### config.mk
export PLATFORM = sky130hd
export DESIGN_NAME = video_timing_delay
export DESIGN_NICKNAME = d
export VERILOG_FILES = /design/src/rtl/video_timing_delay.sv
export SDC_FILE = /design/constraint.sdc
export NUM_CORES = 1
export LEC_CHECK = 0
export BUFFER_PORTS_ARGS = -buffer_cell sky130_fd_sc_hd__buf_4
export CAP_MARGIN = 20
export CORE_ASPECT_RATIO = 0.5
export CORE_MARGIN = 10
export CORE_UTILIZATION = 45
export DETAILED_ROUTE_END_ITERATION = 6
export GPL_TIMING_DRIVEN = 0
export SLEW_MARGIN = 10
export SYNTH_ARGS = -nofsm -noshare
export SYNTH_HDL_FRONTEND = slang
export SYNTH_SLANG_ARGS = --single-unit
### constraint.sdc
create_clock -name clk -period 12.8 [get_ports clk]
set_input_delay 2.56 -clock clk [delete_from_list [all_inputs] [get_ports clk]]
set_output_delay 2.56 -clock clk [all_outputs]
set_load 0.05 [all_outputs]
### src/rtl/video_timing_delay.sv
// Programmable delay line for the pixel timing bundle (DE, hsync, vsync, x, y).
// The delay changes only on a vsync leading edge. DE stays gated until the
// shift chain holds delay_active samples of real history.
module video_timing_delay #(
  parameter int unsigned XW            = 11,
  parameter int unsigned YW            = 11,
  parameter int unsigned MAX_DELAY     = 8,
  parameter int unsigned DEFAULT_DELAY = 5,
  parameter bit          SYNC_ACTIVE   = 1'b1,
  parameter int unsigned CW            = $clog2(MAX_DELAY + 1)
) (
  input  logic          clk,
  input  logic          reset,
  input  logic          ce,
  input  logic          de_in,
  input  logic          hsync_in,
  input  logic          vsync_in,
  input  logic [XW-1:0] x_in,
  input  logic [YW-1:0] y_in,
  input  logic [CW-1:0] delay_cfg,
  output logic          de_out,
  output logic          hsync_out,
  output logic          vsync_out,
  output logic [XW-1:0] x_out,
  output logic [YW-1:0] y_out,
  output logic [CW-1:0] delay_active,
  output logic          cfg_pending,
  output logic          primed
);

  logic          r_de [1:MAX_DELAY];
  logic          r_hs [1:MAX_DELAY];
  logic          r_vs [1:MAX_DELAY];
  logic [XW-1:0] r_x  [1:MAX_DELAY];
  logic [YW-1:0] r_y  [1:MAX_DELAY];

  logic          r_vs_prev;
  logic [CW-1:0] r_fill_cnt;
  logic [CW-1:0] r_delay_active;

  logic [CW-1:0] w_cfg_c;
  logic          w_vs_edge;
  logic          w_primed;
  logic          w_sel_de;
  logic          w_sel_hs;
  logic          w_sel_vs;
  logic [XW-1:0] w_sel_x;
  logic [YW-1:0] w_sel_y;

  // Clamp the requested delay into 1..MAX_DELAY.
  always_comb begin
    w_cfg_c = delay_cfg;
    if (delay_cfg == '0) begin
      w_cfg_c = CW'(1);
    end else if (delay_cfg > CW'(MAX_DELAY)) begin
      w_cfg_c = CW'(MAX_DELAY);
    end
  end

  // r_vs_prev only holds a real sample once a ce has passed since reset, so a
  // vsync already active at reset release is not taken as a frame edge.
  assign w_vs_edge = ce && (vsync_in == SYNC_ACTIVE) && (r_vs_prev != SYNC_ACTIVE)
                     && (r_fill_cnt != '0);

  assign w_primed = (r_fill_cnt >= r_delay_active);

  // Shift chain, frame-edge tracking, fill counter and applied delay.
  always_ff @(posedge clk) begin
    if (reset) begin
      for (int unsigned k = 1; k <= MAX_DELAY; k++) begin
        r_de[k] <= 1'b0;
        r_hs[k] <= ~SYNC_ACTIVE;
        r_vs[k] <= ~SYNC_ACTIVE;
        r_x[k]  <= '0;
        r_y[k]  <= '0;
      end
      r_vs_prev      <= ~SYNC_ACTIVE;
      r_fill_cnt     <= '0;
      r_delay_active <= CW'(DEFAULT_DELAY);
    end else if (ce) begin
      r_de[1] <= de_in;
      r_hs[1] <= hsync_in;
      r_vs[1] <= vsync_in;
      r_x[1]  <= x_in;
      r_y[1]  <= y_in;
      for (int unsigned k = 2; k <= MAX_DELAY; k++) begin
        r_de[k] <= r_de[k-1];
        r_hs[k] <= r_hs[k-1];
        r_vs[k] <= r_vs[k-1];
        r_x[k]  <= r_x[k-1];
        r_y[k]  <= r_y[k-1];
      end
      r_vs_prev <= vsync_in;
      // Not cleared on a delay change: the stages always hold real history.
      if (r_fill_cnt != CW'(MAX_DELAY)) begin
        r_fill_cnt <= r_fill_cnt + CW'(1);
      end
      if (w_vs_edge) begin
        r_delay_active <= w_cfg_c;
      end
    end
  end

  // Output tap select from the registered stages.
  always_comb begin
    w_sel_de = 1'b0;
    w_sel_hs = ~SYNC_ACTIVE;
    w_sel_vs = ~SYNC_ACTIVE;
    w_sel_x  = '0;
    w_sel_y  = '0;
    for (int unsigned k = 1; k <= MAX_DELAY; k++) begin
      if (r_delay_active == CW'(k)) begin
        w_sel_de = r_de[k];
        w_sel_hs = r_hs[k];
        w_sel_vs = r_vs[k];
        w_sel_x  = r_x[k];
        w_sel_y  = r_y[k];
      end
    end
  end

  assign de_out       = w_sel_de & w_primed;
  assign hsync_out    = w_sel_hs;
  assign vsync_out    = w_sel_vs;
  assign x_out        = w_sel_x;
  assign y_out        = w_sel_y;
  assign delay_active = r_delay_active;
  assign cfg_pending  = (w_cfg_c != r_delay_active);
  assign primed       = w_primed;

endmodule
======== Word level (Yosys, flattened, before mapping) ========
Memory sizes are Yosys's and may differ from the RTL's.
Cells that the tools add are included.
word-level totals
  memories kept ........................... 5
  register bits after elaboration ......... 9
  bits in writable memories ............... 200
  output and inout bits ................... 31
cells by class
  eq/ne operators ......................... 10
  $lt $le $gt $ge ......................... 2
  reductions and logical operators ........ 7
  $add $sub $neg .......................... 1
  bitwise operators ....................... 42
  mux-type cells .......................... 87
memories
  memory  depth  bits a word  read ports  clocked after memory_dff  write ports  line  source
  r_x     8      11           8           0                         8            34    logic [XW-1:0] r_x [1:MAX_DELAY];
  r_y     8      11           8           0                         8            35    logic [YW-1:0] r_y [1:MAX_DELAY];
  r_de    8      1            8           0                         8            31    logic r_de [1:MAX_DELAY];
  r_hs    8      1            8           0                         8            32    logic r_hs [1:MAX_DELAY];
  r_vs    8      1            8           0                         8            33    logic r_vs [1:MAX_DELAY];
operators by type and width
  kind                                                                   count
  11-bit 2-to-1 mux                                                      32
  1-bit 2-to-1 mux                                                       53
  1-bit OR                                                               40
  4-bit by 3-bit equality test with 1-bit output, second input constant  4
  4-bit by 2-bit equality test with 1-bit output, second input constant  2
  4-bit 2-to-1 mux                                                       2
  4-bit by 1-bit adder with 4-bit output, second input constant          1
  4-bit by 1-bit equality test with 1-bit output, second input constant  1
  4-bit equality test, second input constant                             1
  4-bit greater-or-equal comparator                                      1
  4-bit > comparator, second input constant                              1
  4-bit logical NOT                                                      1
  4-bit inequality test                                                  1
  4-bit inequality test, second input constant                           1
  2-bit AND reduction                                                    2
  4-bit nonzero test                                                     1
  1-bit logical AND                                                      3
  1-bit bitwise AND                                                      1
  1-bit inverter                                                         1

======== Depth between registers and ports, before layout ========
Gate-level depths: netlist of run 1.
  depth after elaboration ................. 10
  depth in mapped cells ................... 7
  mapped depth without buffers ............ 6

======== Worst setup path before layout of run 1 ========
No wires, ideal clock.
  path kind ............................... in2reg
  from .................................... input reset
  to ...................................... register, netlist name r_de[0][1]
  library setup time ...................... 0.552 ns
  slack ................................... 5.491 ns
  buffers on the path ..................... 1
  stages .................................. 3
  arrival ................................. 6.757 ns
  path through ............................ clkbuf_1 > nor2_1 > inv_1
RTL lines
  element             line  source
  start: declaration  13    input logic reset,

======== Final worst setup path of run 1 ========
  from .................................... input delay_cfg[1]
  to ...................................... output cfg_pending
on the way
  word-level cells in the longest chain between the ends .. 4
  elaborated cells on any way between the ends .. 5
ends and longest elaborated chain
  element                  line  source
  start: declaration       20    input logic [CW-1:0] delay_cfg,
  4-bit > comparator       55    end else if (delay_cfg > CW'(MAX_DELAY)) begin
  4-bit 2-to-1 mux         55
  4-bit 2-to-1 mux *       53    if (delay_cfg == '0) begin
  4-bit inequality test *  128   assign cfg_pending = (w_cfg_c != r_delay_active);
  end: declaration         27    output logic cfg_pending,
Every way passes the cells marked *; elsewhere a longest branch is shown, timed or not.

==> results of run 1 <==
==> through the flow <==
stage / cells / hold slack [ns] / area (um2) / utilization (%)
CTS: 1155 / 0.486 / 11400 / 52.7
global placement: 1118 / 0.458 / 10700 / 49.5
finish: 1155 / 0.483 / 11400 / 52.7
detailed placement: 1119 / 0.470 / 10700 / 49.7
floorplan: 757 / 0.447 / 9850 / -
global route: 1155 / 0.511 / 11400 / 52.7
==> worst paths after layout <==
path	slack (ns)	startpoint	end	cells past startpoint
worst max-delay path	6.95	delay_cfg[1]	cfg_pending	6
worst min-delay path	0.48	r_vs_prev	r_vs_prev	1
worst max register to register	11.17	delay_active[0]	delay_active[0]	5
worst min register to register	0.48	r_vs_prev	r_vs_prev	1
==> power by group <==
| part | total [W] | switching (W) | internal [W] |
|---|---|---|---|
| sequential | 0.000818 | 0.0000229 | 0.000795 |
| combinational | 0.000216 | 0.000140 | 0.0000760 |
| clock | 0.000611 | 0.000258 | 0.000354 |
==> registers in the layout, indices dropped and copies added, names as in the netlist <==
| name | count |
|---|---|
| delay_active | 4 |
| r_de | 8 |
| r_fill_cnt | 4 |
| r_hs | 8 |
| r_vs | 8 |
| r_vs_prev | 1 |
| r_x | 88 |
| r_y | 88 |
==> per-layer routing <==
layer	part of all wire [%]	vias up	GRT usage, %
met5	0	-	0
met4	1.9	0	3.68
met3	5.3	36	2.59
met2	46	188	25.9
met1	47	3244	23.6
li1	-	2962	-
==> worst max-delay path, stage by stage <==
cell and delay (ns):
buf_4 0.10, nor2_1 0.04, o21bai_1 0.17, xor2_1 0.16, nand2_1 0.07, buf_4 0.19
==> logic make-up after synthesis <==
| logic type | count (synthesis) | synth area share, % |
|---|---|---|
| and+or+nand+nor | 259 | 15.7 |
| DFF | 209 | 62.8 |
| AOI/OAI and AO/OA | 158 | 11.9 |
| buffers and inverters | 68 | 3.04 |
| muxes | 51 | 5.31 |
| xor gates and xnor gates | 6 | 0.533 |
| adders and majority gates | 6 | 0.762 |
==> cell usage after synthesis (6+ instances only) <==
| cell type | count |
|---|---|
| a211oi_1 | 24 |
| a21oi_1 | 28 |
| and2_1 | 201 |
| buf_2 | 17 |
| clkbuf_1 | 39 |
| dfxtp_1 | 9 |
| edfxtp_1 | 200 |
| ha_1 | 6 |
| inv_1 | 7 |
| mux2i_1 | 50 |
| nand2_1 | 30 |
| nor2_1 | 9 |
| o211ai_1 | 25 |
| o21a_1 | 24 |
| o221ai_1 | 24 |
| o22a_1 | 25 |
==> final cells by class <==
class	count	area, um2
Timing Repair Buffer	62	485
Fill cell	1902	10200
Inverter	8	37.5
Tap cell	300	375
Multi-Input combinational cell	480	3370
Sequential cell	209	6190
Clock buffer	29	576
Clock inverter	7	85.1
Buffer	60	269
==> out/summary.txt, run 1 <==
final total power -> 0.00165 W
initial antenna violation count -> 0
# port buffers -> 61
unrepaired setup endpoints after global routing -> no
Clock Tree Root -> clkbuf_16
Final WS setup -> 6.95 ns
clk_skew -> 0.0154 ns
total gr overflow -> 0
fin crit share -> 45.7%
outcome -> complete, no violations
commonest non-fill, non-tap cell in the layout -> and2_1
DRT Pass-1 Iters -> 7
Post-CTS Setup Bufs -> 0
PwrDens -> 145 mW/mm2
area growth from synthesis to layout -> 15.5%
static leakage -> 4.38 nW
Post-synth EDFFs -> 200
count of cell types in the netlist -> 40
Clock Sinks -> 209
TritonCTS clock tree -> yes
Post-CTS Resized -> 0
WL/cell -> 21.2 um
commonest register cell after synthesis -> edfxtp_1
Seq/Total Area, Yosys -> 62.8%
final-report hold violation count -> 0
vias per std cell -> 5.57
clock transition at the registers of the reported paths -> 0.07 ns
dpl ws -> 6.95 ns
most frequent cells in the layout -> 201 x and2_1, 200 x edfxtp_1, 63 x buf_4
Post-Syn Instances -> 757
diode count -> 0
overall die height -> 125 um
endpoints failing setup -> 0
Initial Util -> 45.6%
CP arrival -> 3.29 ns
H-Tree Depth -> 1
Period minus WS final -> 5.85 ns
nets@finish -> 879
Synth area leaders -> edfxtp_1 61%, and2_1 13%, mux2i_1 5.1%, o22a_1 2.2%, o221ai_1 2.1%
Total Routed Length -> 24400 um
gr usage total -> 16.5%
worst skew pair latency -> 0.50 ns
highest clock rate -> 171 MHz
Die Wd -> 229 um
Max-Cap Viols -> 0
Routed Antenna Nets -> 0
ys async rst share -> 0%
Avg Inst Size Synth -> 13.0 um2
startpoint types -> primary input
first-pass GRT wire length -> 37600 um
Max Slew Vio Count -> 0
Post-Syn Area -> 0.00985 mm2
vias in the first global route -> 6297
number of synthesized register bits -> 209
Die ar. -> 0.0286 mm2
area share of the largest cell type after synthesis -> 61.0%
worst endpoint required time -> 10.24 ns
Worst Tran Pin Value -> 0.798 ns
largest net degree at the start of global routing -> 113
drt drc -> 0
worst vdd rail ir drop -> 0.0764 mV
# rows -> 38
CTS Buf Count -> 20
Synth Net Count -> 795
core area -> 0.0216 mm2
Slew HR -> 46.8%
DRT iter0 DRCs -> 625
post-synth top area cell -> edfxtp_1
Hold Buf Count CTS -> 0
Crit Path Class -> in2out
Yosys warning count -> 0
Hold Crit Class -> reg2reg
total negative slack -> 0 ns
DPL Wire Length -> 15900 um
CTS Buffer Depth -> 3
I/O pin total -> 63
routability cong. -> 0.794
CP max FO -> 3
Worst setup EP type -> primary output
DR vias -> 6430
layout cells sized above 1 -> 13.8%
Note: power is estimated with default switching activity, not from simulation.
==> run 2: changes to the inputs <==
==> constraint.sdc (replaced) <==
create_clock -name clk -period 4.85 [get_ports clk]
set_input_delay 0.97 -clock clk [delete_from_list [all_inputs] [get_ports clk]]
set_output_delay 0.97 -clock clk [all_outputs]
set_load 0.05 [all_outputs]
==> out/summary.txt, run 2 (synthesis gave the netlist of run 1 again) <==
worst vdd rail ir drop -> 0.253 mV
met1 Usage GRT -> 23.9%
most frequent cells in the layout -> 201 x and2_1, 200 x edfxtp_1, 63 x buf_4
Worst R2R Setup Slack -> 3.24 ns
Slew HR -> 43.9%
DR vias -> 6362
GR peak layer -> met2
Worst setup EP type -> primary output
highest clock rate -> 259 MHz
final-report hold violation count -> 0
Crit path largest cell delay -> 0.42 ns
Worst Tran Pin Value -> 0.839 ns
CP arrival -> 2.89 ns
Period minus WS final -> 3.86 ns
static leakage -> 4.39 nW
first-pass GRT wire length -> 38000 um
DRT Pass-1 Iters -> 5
Die ar. -> 0.0286 mm2
Initial Util -> 45.6%
Final WS setup -> 0.992 ns
Post-CTS Setup Bufs -> 0
dpl ws -> 1.47 ns
worst endpoint required time -> 3.88 ns
routability cong. -> 0.809
DRT iter0 DRCs -> 605
area growth from synthesis to layout -> 15.7%
Routed Antenna Nets -> 0
total gr overflow -> 0
largest net degree at the start of global routing -> 40
endpoints failing setup -> 0
largest registers -> r_x: 88 flops, r_y: 88 flops
number of buffers and inverters on the critical path -> 4
Die Wd -> 229 um
vias in the first global route -> 6441
WL/cell -> 21.2 um
CP max FO -> 10
layout cells sized above 1 -> 13.9%
# port buffers -> 61
Critical Path End -> de_out
vias per std cell -> 5.49
drt drc -> 0
M2 GR Usage -> 26.3%
Top delay family on crit path -> buffers and inverters
I/O pin total -> 63
diode count -> 0
clk_skew -> 0.0106 ns
post-layout util -> 52.8%
outcome -> complete, no violations
FF-to-FF End -> delay_active[3]
unrepaired setup endpoints after global routing -> no
Max-Cap Viols -> 0
startpoint types -> flip-flop
commonest non-fill, non-tap cell in the layout -> and2_1
initial antenna violation count -> 0
met3 global-route usage -> 2.82%
H-Tree Depth -> 1
worst skew pair latency -> 0.49 ns
PwrDens -> 373 mW/mm2
Max Slew Vio Count -> 0
Worst R2R Start -> r_fill_cnt[0]
CTS Buf Count -> 20
CTS Buffer Depth -> 3
final total power -> 0.00425 W
overall die height -> 125 um
Reg2Reg Depth -> 6
clock transition at the registers of the reported paths -> 0.06 ns
critical path's slowest cell -> ha_1
Clock Sinks -> 209
# rows -> 38
Clock Tree Root -> clkbuf_16
Crit Path Class -> reg2out
nets@finish -> 883
Post-CTS Resized -> 0
Total Routed Length -> 24500 um
Critical Path Stages -> 8
crit path from -> delay_active[1]
fin crit share -> 79.5%
CP cell instances -> buf_2, inv_2, clkbuf_1, ha_1, a21boi_0, o21ai_0, a221oi_1, buf_4
Hold Buf Count CTS -> 0
gr usage total -> 16.7%
Hold Crit Class -> reg2reg
core area -> 0.0216 mm2
DPL Wire Length -> 16400 um
TritonCTS clock tree -> yes
run 2: through the flow:
step                      std cells  hold slack (ns)  TNS [ns]  instance area (um2)
final                          1158            0.491         0                11400
after global routing           1158            0.524         0                11400
after CTS                      1158            0.499         0                11400
after detailed placement       1123            0.484         0                10800
after global placement         1118            0.459   -292.25                10700
after floorplan                 757            0.447         0                 9860
run 2: where the power goes:
part | internal [W] | leakage [nW] | switching [W] | total (W)
combinational | 0.000206 | 1.81 | 0.000370 | 0.000576
sequential | 0.00210 | 2.28 | 0.0000593 | 0.00216
clock | 0.000841 | 0.299 | 0.000674 | 0.00151
run 2: worst min-delay path by stage:
stage          startpoint         to  slack [ns]  cells past startpoint
4_1_cts         r_vs_prev  r_vs_prev        0.50                      1
6_report        r_vs_prev  r_vs_prev        0.49                      1
3_3_place_gp    r_vs_prev  r_vs_prev        0.46                      1
5_1_grt         r_vs_prev  r_vs_prev        0.52                      1
2_1_floorplan   r_vs_prev  r_vs_prev        0.45                      1
3_5_place_dp    r_vs_prev  r_vs_prev        0.48                      1
run 2: routing by layer:
metal	vias up	part of all wire [%]	wire (um)
met1	3188	47	11500
met2	175	46	11300
li1	2972	-	-
met5	-	0	0
met4	0	1.7	411
met3	27	5.4	1330
run 2: cell type report:
| type | count | area, um2 |
|---|---|---|
| Clock buffer | 25 | 541 |
| Tap cell | 300 | 375 |
| Sequential cell | 209 | 6190 |
| Fill cell | 1935 | 10200 |
| Clock inverter | 10 | 67.6 |
| Buffer | 60 | 269 |
| Timing Repair Buffer | 66 | 558 |
| Multi-Input combinational cell | 480 | 3370 |
| Inverter | 8 | 33.8 |
